<file path="src/rtl/fdiv_half_precision_seq_pkg.sv">
// Shared half-precision field widths and constants, plus the divider FSM state type.
package fdiv_half_precision_seq_pkg;

    localparam int HP_EXP_W   = 5;
    localparam int HP_MAN_W   = 10;
    localparam int HP_BIAS    = 15;
    localparam int HP_EXP_MAX = 31;
    localparam int HP_SIG_W   = HP_MAN_W + 1;

    typedef enum logic [1:0] {
        IDLE   = 2'd0,
        DIVIDE = 2'd1,
        NORM   = 2'd2
    } fdiv_state_t;

endpackage

</file>
<file path="src/rtl/fdiv_half_precision_seq_restoring_div_step.sv">
// One restoring-division iteration: shift in a dividend bit, trial-subtract, emit quotient bit.
module restoring_div_step
    import fdiv_half_precision_seq_pkg::*;
(
    input  logic [HP_SIG_W-1:0] rem,
    input  logic                bit_in,
    input  logic [HP_SIG_W-1:0] divisor,
    output logic [HP_SIG_W-1:0] rem_next,
    output logic                q_bit
);

    logic [HP_SIG_W:0]   shifted;
    logic [HP_SIG_W-1:0] diff;

    // rem < divisor holds on entry, so the true difference fits in HP_SIG_W bits.
    always_comb begin
        shifted  = {rem, bit_in};
        q_bit    = (shifted >= {1'b0, divisor});
        diff     = shifted[HP_SIG_W-1:0] - divisor;
        rem_next = q_bit ? diff : shifted[HP_SIG_W-1:0];
    end

endmodule

</file>
<file path="src/rtl/fdiv_half_precision_seq.sv">
// Sequential half-precision divider: 12-cycle restoring mantissa divide, then one
// normalise/flag cycle. Truncating, subnormals flushed, fixed 13-cycle latency.
module fdiv_half_precision_seq
    import fdiv_half_precision_seq_pkg::*;
#(
    parameter int BIAS   = HP_BIAS,
    parameter int Q_BITS = 12
) (
    input  logic                clk,
    input  logic                rst_n,
    input  logic                in_Start,
    input  logic                in_Sign_1,
    input  logic [HP_EXP_W-1:0] in_Exponent_1,
    input  logic [HP_MAN_W-1:0] in_Mantissa_1,
    input  logic                in_Sign_2,
    input  logic [HP_EXP_W-1:0] in_Exponent_2,
    input  logic [HP_MAN_W-1:0] in_Mantissa_2,
    output logic                out_Sign,
    output logic [HP_EXP_W-1:0] out_Exponent,
    output logic [HP_MAN_W-1:0] out_Mantissa,
    output logic                out_Busy,
    output logic                out_Done,
    output logic                Exponent_Overflow,
    output logic                Exponent_Underflow,
    output logic                Divide_By_Zero
);

    localparam int CNT_W = $clog2(Q_BITS);
    localparam logic [CNT_W-1:0]  CNT_LAST  = CNT_W'(Q_BITS - 1);
    localparam logic signed [7:0] BIAS_S    = 8'(BIAS);
    localparam logic signed [7:0] EXP_MAX_S = 8'(HP_EXP_MAX);

    fdiv_state_t         state;
    logic [CNT_W-1:0]    count;
    logic                sign_r;
    logic [HP_EXP_W-1:0] exp_a;
    logic [HP_EXP_W-1:0] exp_b;
    logic [HP_SIG_W-1:0] sig_b;
    logic [HP_SIG_W-1:0] rem;
    logic [Q_BITS-1:0]   dvd_bits;
    logic [Q_BITS-1:0]   quot;

    logic [HP_SIG_W-1:0] rem_next;
    logic                q_bit;
    logic                norm_adj;
    logic [HP_MAN_W-1:0] norm_man;
    logic signed [7:0]   exp_calc;

    restoring_div_step u_step (
        .rem      (rem),
        .bit_in   (dvd_bits[Q_BITS-1]),
        .divisor  (sig_b),
        .rem_next (rem_next),
        .q_bit    (q_bit)
    );

    always_comb begin
        norm_adj = ~quot[Q_BITS-1];
        norm_man = quot[Q_BITS-1] ? quot[Q_BITS-2:1] : quot[Q_BITS-3:0];
        exp_calc = $signed({3'b000, exp_a}) - $signed({3'b000, exp_b}) + BIAS_S
                   - $signed({7'd0, norm_adj});
    end

    // The top ten dividend bits of A<<11 always leave a remainder of A>>1 (< B),
    // so the divide starts there and only the last twelve bits are iterated.
    always_ff @(posedge clk or negedge rst_n) begin
        if (!rst_n) begin
            state              <= IDLE;
            count              <= '0;
            sign_r             <= 1'b0;
            exp_a              <= '0;
            exp_b              <= '0;
            sig_b              <= '0;
            rem                <= '0;
            dvd_bits           <= '0;
            quot               <= '0;
            out_Sign           <= 1'b0;
            out_Exponent       <= '0;
            out_Mantissa       <= '0;
            out_Busy           <= 1'b0;
            out_Done           <= 1'b0;
            Exponent_Overflow  <= 1'b0;
            Exponent_Underflow <= 1'b0;
            Divide_By_Zero     <= 1'b0;
        end else begin
            case (state)
                IDLE: begin
                    out_Done <= 1'b0;
                    if (in_Start) begin
                        sign_r   <= in_Sign_1 ^ in_Sign_2;
                        exp_a    <= in_Exponent_1;
                        exp_b    <= in_Exponent_2;
                        sig_b    <= {1'b1, in_Mantissa_2};
                        rem      <= {2'b01, in_Mantissa_1[HP_MAN_W-1:1]};
                        dvd_bits <= {in_Mantissa_1[0], {(Q_BITS-1){1'b0}}};
                        quot     <= '0;
                        count    <= '0;
                        out_Busy <= 1'b1;
                        state    <= DIVIDE;
                    end
                end
                DIVIDE: begin
                    rem      <= rem_next;
                    dvd_bits <= dvd_bits << 1;
                    quot     <= {quot[Q_BITS-2:0], q_bit};
                    count    <= count + 1'b1;
                    if (count == CNT_LAST) begin
                        state <= NORM;
                    end
                end
                NORM: begin
                    out_Sign           <= sign_r;
                    out_Done           <= 1'b1;
                    out_Busy           <= 1'b0;
                    state              <= IDLE;
                    Exponent_Overflow  <= 1'b0;
                    Exponent_Underflow <= 1'b0;
                    Divide_By_Zero     <= 1'b0;
                    if (exp_b == '0) begin
                        Divide_By_Zero <= 1'b1;
                        out_Exponent   <= '1;
                        out_Mantissa   <= '0;
                    end else if (exp_a == '0) begin
                        out_Exponent <= '0;
                        out_Mantissa <= '0;
                    end else if (exp_calc >= EXP_MAX_S) begin
                        Exponent_Overflow <= 1'b1;
                        out_Exponent      <= '1;
                        out_Mantissa      <= '0;
                    end else if (exp_calc <= 8'sd0) begin
                        Exponent_Underflow <= 1'b1;
                        out_Exponent       <= '0;
                        out_Mantissa       <= '0;
                    end else begin
                        out_Exponent <= exp_calc[HP_EXP_W-1:0];
                        out_Mantissa <= norm_man;
                    end
                end
                default: state <= IDLE;
            endcase
        end
    end

endmodule
</file>
<file path="config.mk">
export PLATFORM = sky130hd
export DESIGN_NAME = fdiv_half_precision_seq
export DESIGN_NICKNAME = d
export VERILOG_FILES = /design/src/rtl/fdiv_half_precision_seq_pkg.sv /design/src/rtl/fdiv_half_precision_seq_restoring_div_step.sv /design/src/rtl/fdiv_half_precision_seq.sv
export SDC_FILE = /design/constraint.sdc
export NUM_CORES = 1
export LEC_CHECK = 0
export ABC_AREA = 1
export ABC_CLOCK_PERIOD_IN_PS = 3350
export CAP_MARGIN = 20
export CORE_UTILIZATION = 55
export DETAILED_ROUTE_END_ITERATION = 8
export PLACE_DENSITY = 0.77
export SETUP_SLACK_MARGIN = 0.05
export SYNTH_ARGS = -nofsm -noshare
export SYNTH_HDL_FRONTEND = slang
export SYNTH_SLANG_ARGS = --single-unit
</file>
<file path="constraint.sdc">
create_clock -name clk -period 3.35 [get_ports clk]
set_input_delay 1.005 -clock clk [delete_from_list [all_inputs] [get_ports clk]]
set_output_delay 1.005 -clock clk [all_outputs]
set_load 0.05 [all_outputs]
</file>
# Yosys cells after proc, flatten, opt, wreduce, memory -nomap -nowiden

Index checks and enable logic that the tools add are counted.

Output and inout port bits: 21
Register bits after elaboration: 84
Input port bits: 35

Bitwise logic cells: 2
Equality and inequality tests: 5
Reduce and logical (&&, ||, !) cells: 9
Add/subtract/negate cells: 5
Order comparisons: 3
Multiplexer cells: 32

Operator list:

| cell                | number |
|---|---|
| $mux 10             | 5 |
| $pmux 12 s2         | 2 |
| $mux 12             | 2 |
| $mux 11             | 2 |
| $pmux 11 s2         | 1 |
| $mux 5              | 4 |
| $ge 12x11->1        | 1 |
| $sub 11x11->11      | 1 |
| $logic_not 5->1     | 2 |
| $mux 1              | 9 |
| $ge 8x6->1 const B  | 1 |
| $le 8x1->1 const B  | 1 |
| $pmux 4 s2          | 1 |
| $reduce_and 2->1    | 4 |
| $sub 7x2->8         | 1 |
| $add 6x5->7 const B | 1 |
| $sub 5x5->6         | 1 |
| $add 4x1->4 const B | 1 |
| $eq 4x4->1 const B  | 1 |
| $mux 2              | 2 |
| $mux 4              | 1 |
| $ne 2x2->1 const B  | 2 |
| $pmux 1 s2          | 2 |
| $pmux 2 s2          | 1 |
| other kinds (6)     | 7 |

# Longest topological paths before layout

Gate-level depths: netlist of the first run.

Depth after elaboration: 8
Depth in mapped cells: 21

# Modules after synthesis

From an unflattened synthesis of the first run, not the netlist that was laid out.

Cell total of the unflattened synthesis: 588
Area, all modules: 4,483.0 um2

Modules (own cells, without submodules):

| module                  | area an instance (um2) | times used | cells an instance |
|---|---|---|---|
| fdiv_half_precision_seq | 3,520.9                | 1          | 423 |
| restoring_div_step      | 962.2                  | 1          | 165 |

# Least setup slack after synthesis of the first run

Ideal clock, no wire load.

Path type: register to register
Start point: reg exp_b[0]
End point: reg out_Mantissa[3]
Required time: 3,232 ps
Setup time: 118 ps
Period minus slack after synthesis: 2,592 ps
Setup slack: 758 ps
Buffers on the path: 1
Stages on the path, launching flop included: 18
Data arrival time: 2,473 ps
Cells stage by stage: dfrtp_1 ha_1 fa_1 inv_1 a21oi_1 o21ai_0 xor2_1 ha_1 nand3_1 nand2_1 clkinv_1 nand3_2 nand2_1 nor2_2 nor2_4 buf_6 nand4_1 nand2_1

Cells in the longest elaborated chain, start to end: 8
Elaborated cells on any way between the ends: 10
Those cells by class: 3 x add/sub; 2 x order compare; 4 x mux; 1 x reduce/logical

Ends and longest elaborated chain:

| element                | RTL line                       | RTL |
|---|---|---|
| from (decl)            | fdiv_half_precision_seq.sv:37  | `logic [HP_EXP_W-1:0] exp_b;` |
| from (signal assigned) | fdiv_half_precision_seq.sv:92  | `exp_b <= in_Exponent_2;` |
| $sub 5x5->6            | fdiv_half_precision_seq.sv:60  | `exp_calc = $signed({3'b000, exp_a}) - $signed({3'b000, exp_b}) + BIAS_S` |
| $add 6x5->7            | fdiv_half_precision_seq.sv:60  |  |
| $sub 7x2->8            | fdiv_half_precision_seq.sv:61  | `- $signed({7'd0, norm_adj});` |
| $le 8x1->1             | fdiv_half_precision_seq.sv:130 | `end else if (exp_calc <= 8'sd0) begin` |
| $mux 10                | fdiv_half_precision_seq.sv:130 |  |
| $mux 10                | fdiv_half_precision_seq.sv:126 | `end else if (exp_calc >= EXP_MAX_S) begin` |
| $mux 10                | fdiv_half_precision_seq.sv:123 | `end else if (exp_a == '0) begin` |
| $mux 10 (*)            | fdiv_half_precision_seq.sv:119 | `if (exp_b == '0) begin` |
| to (signal assigned)   | fdiv_half_precision_seq.sv:136 | `out_Mantissa <= norm_man;` |
| to (decl)              | fdiv_half_precision_seq.sv:20  | `output logic [HP_MAN_W-1:0] out_Mantissa,` |

Every way passes the cells marked *; elsewhere a longest branch is shown, timed or not.
A chain may end at the register's enable or synchronous reset.

# Worst setup path in the final report of the first run

Start point: reg exp_b[0]
End point: reg out_Exponent[0]

Cells in the longest elaborated chain, start to end: 8
Elaborated cells on any way between the ends: 10
Those cells by class: 3 x add/sub; 2 x order compare; 4 x mux; 1 x reduce/logical

Ends and longest elaborated chain:

| element              | RTL line                       | RTL |
|---|---|---|
| $sub 5x5->6          | fdiv_half_precision_seq.sv:60  |  |
| $add 6x5->7          | fdiv_half_precision_seq.sv:60  |  |
| $sub 7x2->8          | fdiv_half_precision_seq.sv:61  |  |
| $le 8x1->1           | fdiv_half_precision_seq.sv:130 |  |
| $mux 5               | fdiv_half_precision_seq.sv:130 |  |
| $mux 5               | fdiv_half_precision_seq.sv:126 |  |
| $mux 5               | fdiv_half_precision_seq.sv:123 |  |
| $mux 5 (*)           | fdiv_half_precision_seq.sv:119 |  |
| to (signal assigned) | fdiv_half_precision_seq.sv:135 | `out_Exponent <= exp_calc[HP_EXP_W-1:0];` |
| to (decl)            | fdiv_half_precision_seq.sv:19  | `output logic [HP_EXP_W-1:0] out_Exponent,` |

Marked as above.

==> impl_metrics.tcl, run 1 <==
set metrics [dict create \
    cts_setup_buffers 0 \
    wirelength_microns 8610 \
    required_ns 3.59 \
    root_buffer "clkbuf_8" \
    fin_crit_ns 2.92 \
    nets 628 \
    cts.sinks 73 \
    antenna_found_initial 0 \
    cts_tree "yes" \
    critPathLaunchType "flip-flop" \
    io_pins 56 \
    initial_utilization_pct 56.6 \
    ant_nets 0 \
    vias 3521 \
    wl_per_cell_microns 12.8 \
    drive_above_1_share_pct 5.74 \
    hold_class "reg -> reg" \
    setup_violations 0 \
    synth_top_area_share_pct 44.8 \
    grt_use_total_pct 24.9 \
    gp_congestion 0.882 \
    postCtsResizedCells 0 \
    synthDistinctLibCells 35 \
    outcome "finished, final reports clean" \
    relSlewSlack_pct 50.1 \
    timing_hold_violations_final 0 \
    arrival_ns 3.16 \
    fmax_mhz 342 \
    core_area_sq_mm 0.00721 \
    synth_edf_count 0 \
    syn_area_sq_mm 0.00408 \
    synth_flop_cell "dfrtp_1" \
    die_w_microns 88.1 \
    yosys-top-cells-count "155 x nand2_1, 73 x dfrtp_1, 64 x inv_1" \
    yosysWarnings 0 \
    path_class "reg -> reg" \
    tns_ns 0 \
    worst_slew_pin_slew_ns 0.749 \
    finalMaxSlewViolations 0 \
    crit_path_max_fanout 15 \
    cts-htree-levels 3 \
    end_kind "flip-flop" \
    numCtsBuffers 9 \
    grt_max_degree 41 \
    rsz0062_at_grt "false" \
    rows 31 \
    via_per_inst 5.22 \
    dp_hpwl_microns 6380 \
    dr.pass1.iters 5 \
    skew_ns 0.00948 \
    diodes 0 \
    yosysSeqAreaShare_pct 44.8 \
    cts_hold_buf 0 \
    drv_cap 0 \
    dieArea_sq_mm 0.00777 \
    portBuffers 55 \
    avgSynthCellArea_sq_um 7.93 \
    seqCellArea_sq_mm 0.00183 \
    drt_iter0_markers 162 \
    area_growth_pct 20.3 \
    syn_nets 573 \
    synth_top_area_cell "dfrtp_1" \
    clkLatencyLatePin_ns 0.35 \
    synthTopCellsByArea "dfrtp_1 45%, nand2_1 14%, ha_1 6.4%" \
    ys_ff_latch 73 \
    n_fill_cell 612 \
    fp.dieH_microns 88.1 \
    drcViolationCount 0 \
    clockBufferDepth 2 \
    grt_pass1_wl_microns 14900 \
    grt-ovfl-total 0 \
    grt_pass1_vias 3420 \
    synthArstFlopShare_pct 100 \
    multi_input_area_sq_mm 0.00189 \
    synth_cells 515 \
    post-synth-top-count-cell "nand2_1" \
    min_period_over_period_pct 87.2 \
    clkSlewWorstSetupHoldPaths_ns 0.08 \
]
[state kept, by name, indices dropped and copies added (netlist names)]
signal              count
exp_b                   5
dvd_bits                1
out_Done                1
out_Busy                1
out_Mantissa           10
exp_a                   5
out_Sign                1
out_Exponent            5
rem                    11
Exponent_Underflow      1
count                   4
sign_r                  1
sig_b                  11
Divide_By_Zero          1
quot                   12
Exponent_Overflow       1
state                   2
[path summary, 6_finish.rpt]
check                                       from                       endpoint  slack [ns]  depth (start not counted)
max                         exp_b[0]$_DFFE_PN0P_    out_Exponent[0]$_DFFE_PN0P_        0.43                         17
min                        sig_b[10]$_DFFE_PN0P_          sig_b[10]$_DFFE_PN0P_        0.47                          2
max reg2reg                 exp_b[0]$_DFFE_PN0P_    out_Exponent[0]$_DFFE_PN0P_        0.43                         17
min reg2reg                sig_b[10]$_DFFE_PN0P_          sig_b[10]$_DFFE_PN0P_        0.47                          2
max in group asynchronous                  rst_n             rem[5]$_DFFE_PN0P_        1.97                          2
min in group asynchronous                  rst_n  Exponent_Overflow$_DFFE_PN0P_        0.71                          1
[final cells by class]
type	instances	area share, %
timing repair buffer	60	12.1
tap	99	2.52
inverter	68	5.20
clock inverter	6	1.83
clock buffer	10	2.60
sequential	73	37.2
multi-input combinational	358	38.5
[metal layers]
metal  share of wire [%]  global-route usage (%)
met1                  46                    31.3
met2                  49                    42.6
met3                 2.8                    4.05
met4                 2.0                    10.7
met5                   0                       0
[metrics by stage]
| step | hold WS, ns | setup WS, ns | instances | instance area (sq um) | util (%) |
|---|---|---|---|---|---|
| finish | 0.469 | 0.428 | 674 | 4910 | 68.1 |
| global route | 0.507 | 0.141 | 674 | 4910 | 68.1 |
| floorplan | 0.426 | 0.758 | 515 | 4080 | - |
| global placement | 0.439 | 0.563 | 658 | 4690 | 65.0 |
| detailed placement | 0.455 | 0.437 | 658 | 4690 | 65.0 |
| CTS | 0.474 | 0.439 | 674 | 4910 | 68.1 |
[cell usage in the layout, fill, tap and decap left out, types with 2 or more instances in the layout]
master / count
clkinv_1: 4
dfrtp_1: 73
nor3_1: 4
clkdlybuf4s50_1: 54
nand3_2: 2
bufinv_16: 2
clkbuf_8: 9
a22oi_1: 3
a21oi_1: 17
fa_1: 2
buf_4: 4
nand3_1: 26
nand2_1: 155
o22ai_1: 10
a21o_1: 2
nand4_1: 13
o211ai_1: 3
inv_1: 64
nor2_1: 23
xnor2_1: 3
ha_1: 21
xor2_1: 6
nor2_2: 3
nand2_2: 5
o21ai_0: 50
[cells by family after synthesis]
group	synth area share, %
AND/OR/NAND/NOR	24.3
flip-flops	44.8
buffers and inverters	8.98
XOR/XNOR	1.93
AO/OA/AOI/OAI	12.4
adder cells (fa/ha/maj)	7.42
multiplexers	0.245
[critical path, cell delays in order, from the launching register on]
cell	delay, ns
dfrtp_1	0.40
ha_1	0.22
fa_1	0.39
inv_1	0.09
a21oi_1	0.06
o21ai_0	0.19
xor2_1	0.17
ha_1	0.29
nand3_1	0.12
nand2_1	0.06
clkinv_1	0.06
nand3_2	0.12
nand2_1	0.13
nor2_2	0.06
nor2_4	0.26
nand2_1	0.09
nand2_1	0.07
nand2_1	0.04
Power of run 1 is left out: the tool's default activity adds up to more than one toggle a clock period on the data nets, which glitch-free logic cannot reach.
==> inputs of run 2 (changes only) <==
CTS_CLUSTER_DIAMETER = 150   (was not set)
PLACE_DENSITY = 0.88   (was 0.77)
==> impl_metrics.tcl, run 2 (synthesis results as in run 1) <==
set metrics [dict create \
    vias 3645 \
    wirelength_microns 9100 \
    crit_path_max_fanout 15 \
    initial_utilization_pct 56.6 \
    finalMaxSlewViolations 0 \
    worst_path_max_delay_cell "dfrtp_1" \
    worst_slew_pin_slew_ns 0.702 \
    root_buffer "clkbuf_8" \
    grt_pass1_wl_microns 15500 \
    arrival_ns 3.18 \
    dp_hpwl_microns 6590 \
    via_per_inst 5.41 \
    ant_nets 0 \
    dieArea_sq_mm 0.00777 \
    final_cell_mix "155 x nand2_1, 73 x dfrtp_1, 64 x inv_1" \
    die_w_microns 88.1 \
    path_class "reg -> reg" \
    tns_ns 0 \
    diodes 0 \
    cts_tree "yes" \
    skew_ns 0.0111 \
    area_growth_pct 20.5 \
    relSlewSlack_pct 53.0 \
    io_pins 56 \
    clkLatencyLatePin_ns 0.35 \
    grt_max_degree 74 \
    core_area_sq_mm 0.00721 \
    antenna_found_initial 0 \
    rows 31 \
    whs_ns 0.473 \
    clkSlewWorstSetupHoldPaths_ns 0.08 \
    wl_per_cell_microns 13.5 \
    grt-ovfl-total 0 \
    fmax_mhz 340 \
    critPathLaunchType "flip-flop" \
    largest_registers "quot: 12 flops, rem: 11 flops, sig_b: 11 flops" \
    required_ns 3.59 \
    drcViolationCount 0 \
    cts_hold_buf 0 \
    timing_hold_violations_final 0 \
    dr.pass1.iters 5 \
    cts_setup_buffers 0 \
    nets 628 \
    outcome "finished, final reports clean" \
    drt_iter0_markers 258 \
    postCtsResizedCells 0 \
    drv_cap 0 \
    numCtsBuffers 9 \
    cts-htree-levels 3 \
    rsz0062_at_grt "false" \
    largest_reg_flops 12 \
    final_util_pct 68.2 \
    finish.instance_area_sq_mm 0.00492 \
    gp_congestion 0.898 \
    path_common_cell "nand2_1" \
    drive_above_1_share_pct 5.74 \
    hold_class "reg -> reg" \
    grt_use_total_pct 26.0 \
    placed_area_sq_mm 0.00469 \
    final_common_cell "nand2_1" \
    cts.sinks 73 \
    slowest_delay_ns 0.40 \
    grt_pass1_vias 3590 \
    setup_violations 0 \
    min_period_over_period_pct 87.7 \
    fp.dieH_microns 88.1 \
    portBuffers 55 \
    end_kind "flip-flop" \
    clockBufferDepth 2 \
    fin_crit_ns 2.94 \
    worstPathCellList "ha_1 > fa_1 > inv_1 > a21oi_1 > o21ai_0 > xor2_1 > ha_1 > nand3_1 > nand2_1 > clkinv_1 > nand3_2 > nand2_1 > nor2_2 > nor2_4 > nand2_1 > nand2_1 > nand2_1" \
    top_register "quot" \
]
## run 2: cell count changes in the layout (fill, tap and decap cells not counted)
cell	change
inv_6	+1
clkbuf_8	+1
clkinv_2	-1
clkinv_4	-1
## run 2: worst paths after layout
kind                       cells after the start                          end                   from  slack, ns
max                                           17  out_Exponent[4]$_DFFE_PN0P_   exp_b[0]$_DFFE_PN0P_       0.41
max reg2reg                                   17  out_Exponent[4]$_DFFE_PN0P_   exp_b[0]$_DFFE_PN0P_       0.41
max in group asynchronous                      2         sig_b[1]$_DFFE_PN0P_                  rst_n       2.38
min reg2reg                                    2        sig_b[10]$_DFFE_PN0P_  sig_b[10]$_DFFE_PN0P_       0.47
min in group asynchronous                      2  out_Mantissa[7]$_DFFE_PN0P_                  rst_n       0.66
min                                            2        sig_b[10]$_DFFE_PN0P_  sig_b[10]$_DFFE_PN0P_       0.47
## run 2: metrics by stage
stage	cells	setup slack (ns)
CTS	674	0.422
finish	674	0.412
detailed placement	658	0.440
global placement	658	0.582
global route	674	0.146
floorplan	515	0.758
## run 2: area by class of cell
cell class,instances,area (sq um)
fill,578,2300
multi-input combinational,358,1890
sequential,73,1830
timing repair buffer,60,596
inverter,68,255
clock buffer,11,141
tap,99,124
clock inverter,5,85.1
## run 2: per-layer routing
metal / share of wire [%] / track usage [%]
met1: 41 / 30.3
met2: 53 / 47.5
met3: 4.1 / 3.68
met4: 2.5 / 11.6
met5: 0 / 0
## run 2: critical path: cells and delay by family, from the launching register on
family / cells / cell delay, ns
AOI/OAI and AO/OA: 2 / 0.26
adders and majority gates: 3 / 0.90
and+or+nand+nor: 9 / 0.96
xor gates and xnor gates: 1 / 0.18
DFF: 1 / 0.40
buffers and inverters: 2 / 0.14
Power of run 2 is left out for the same reason.
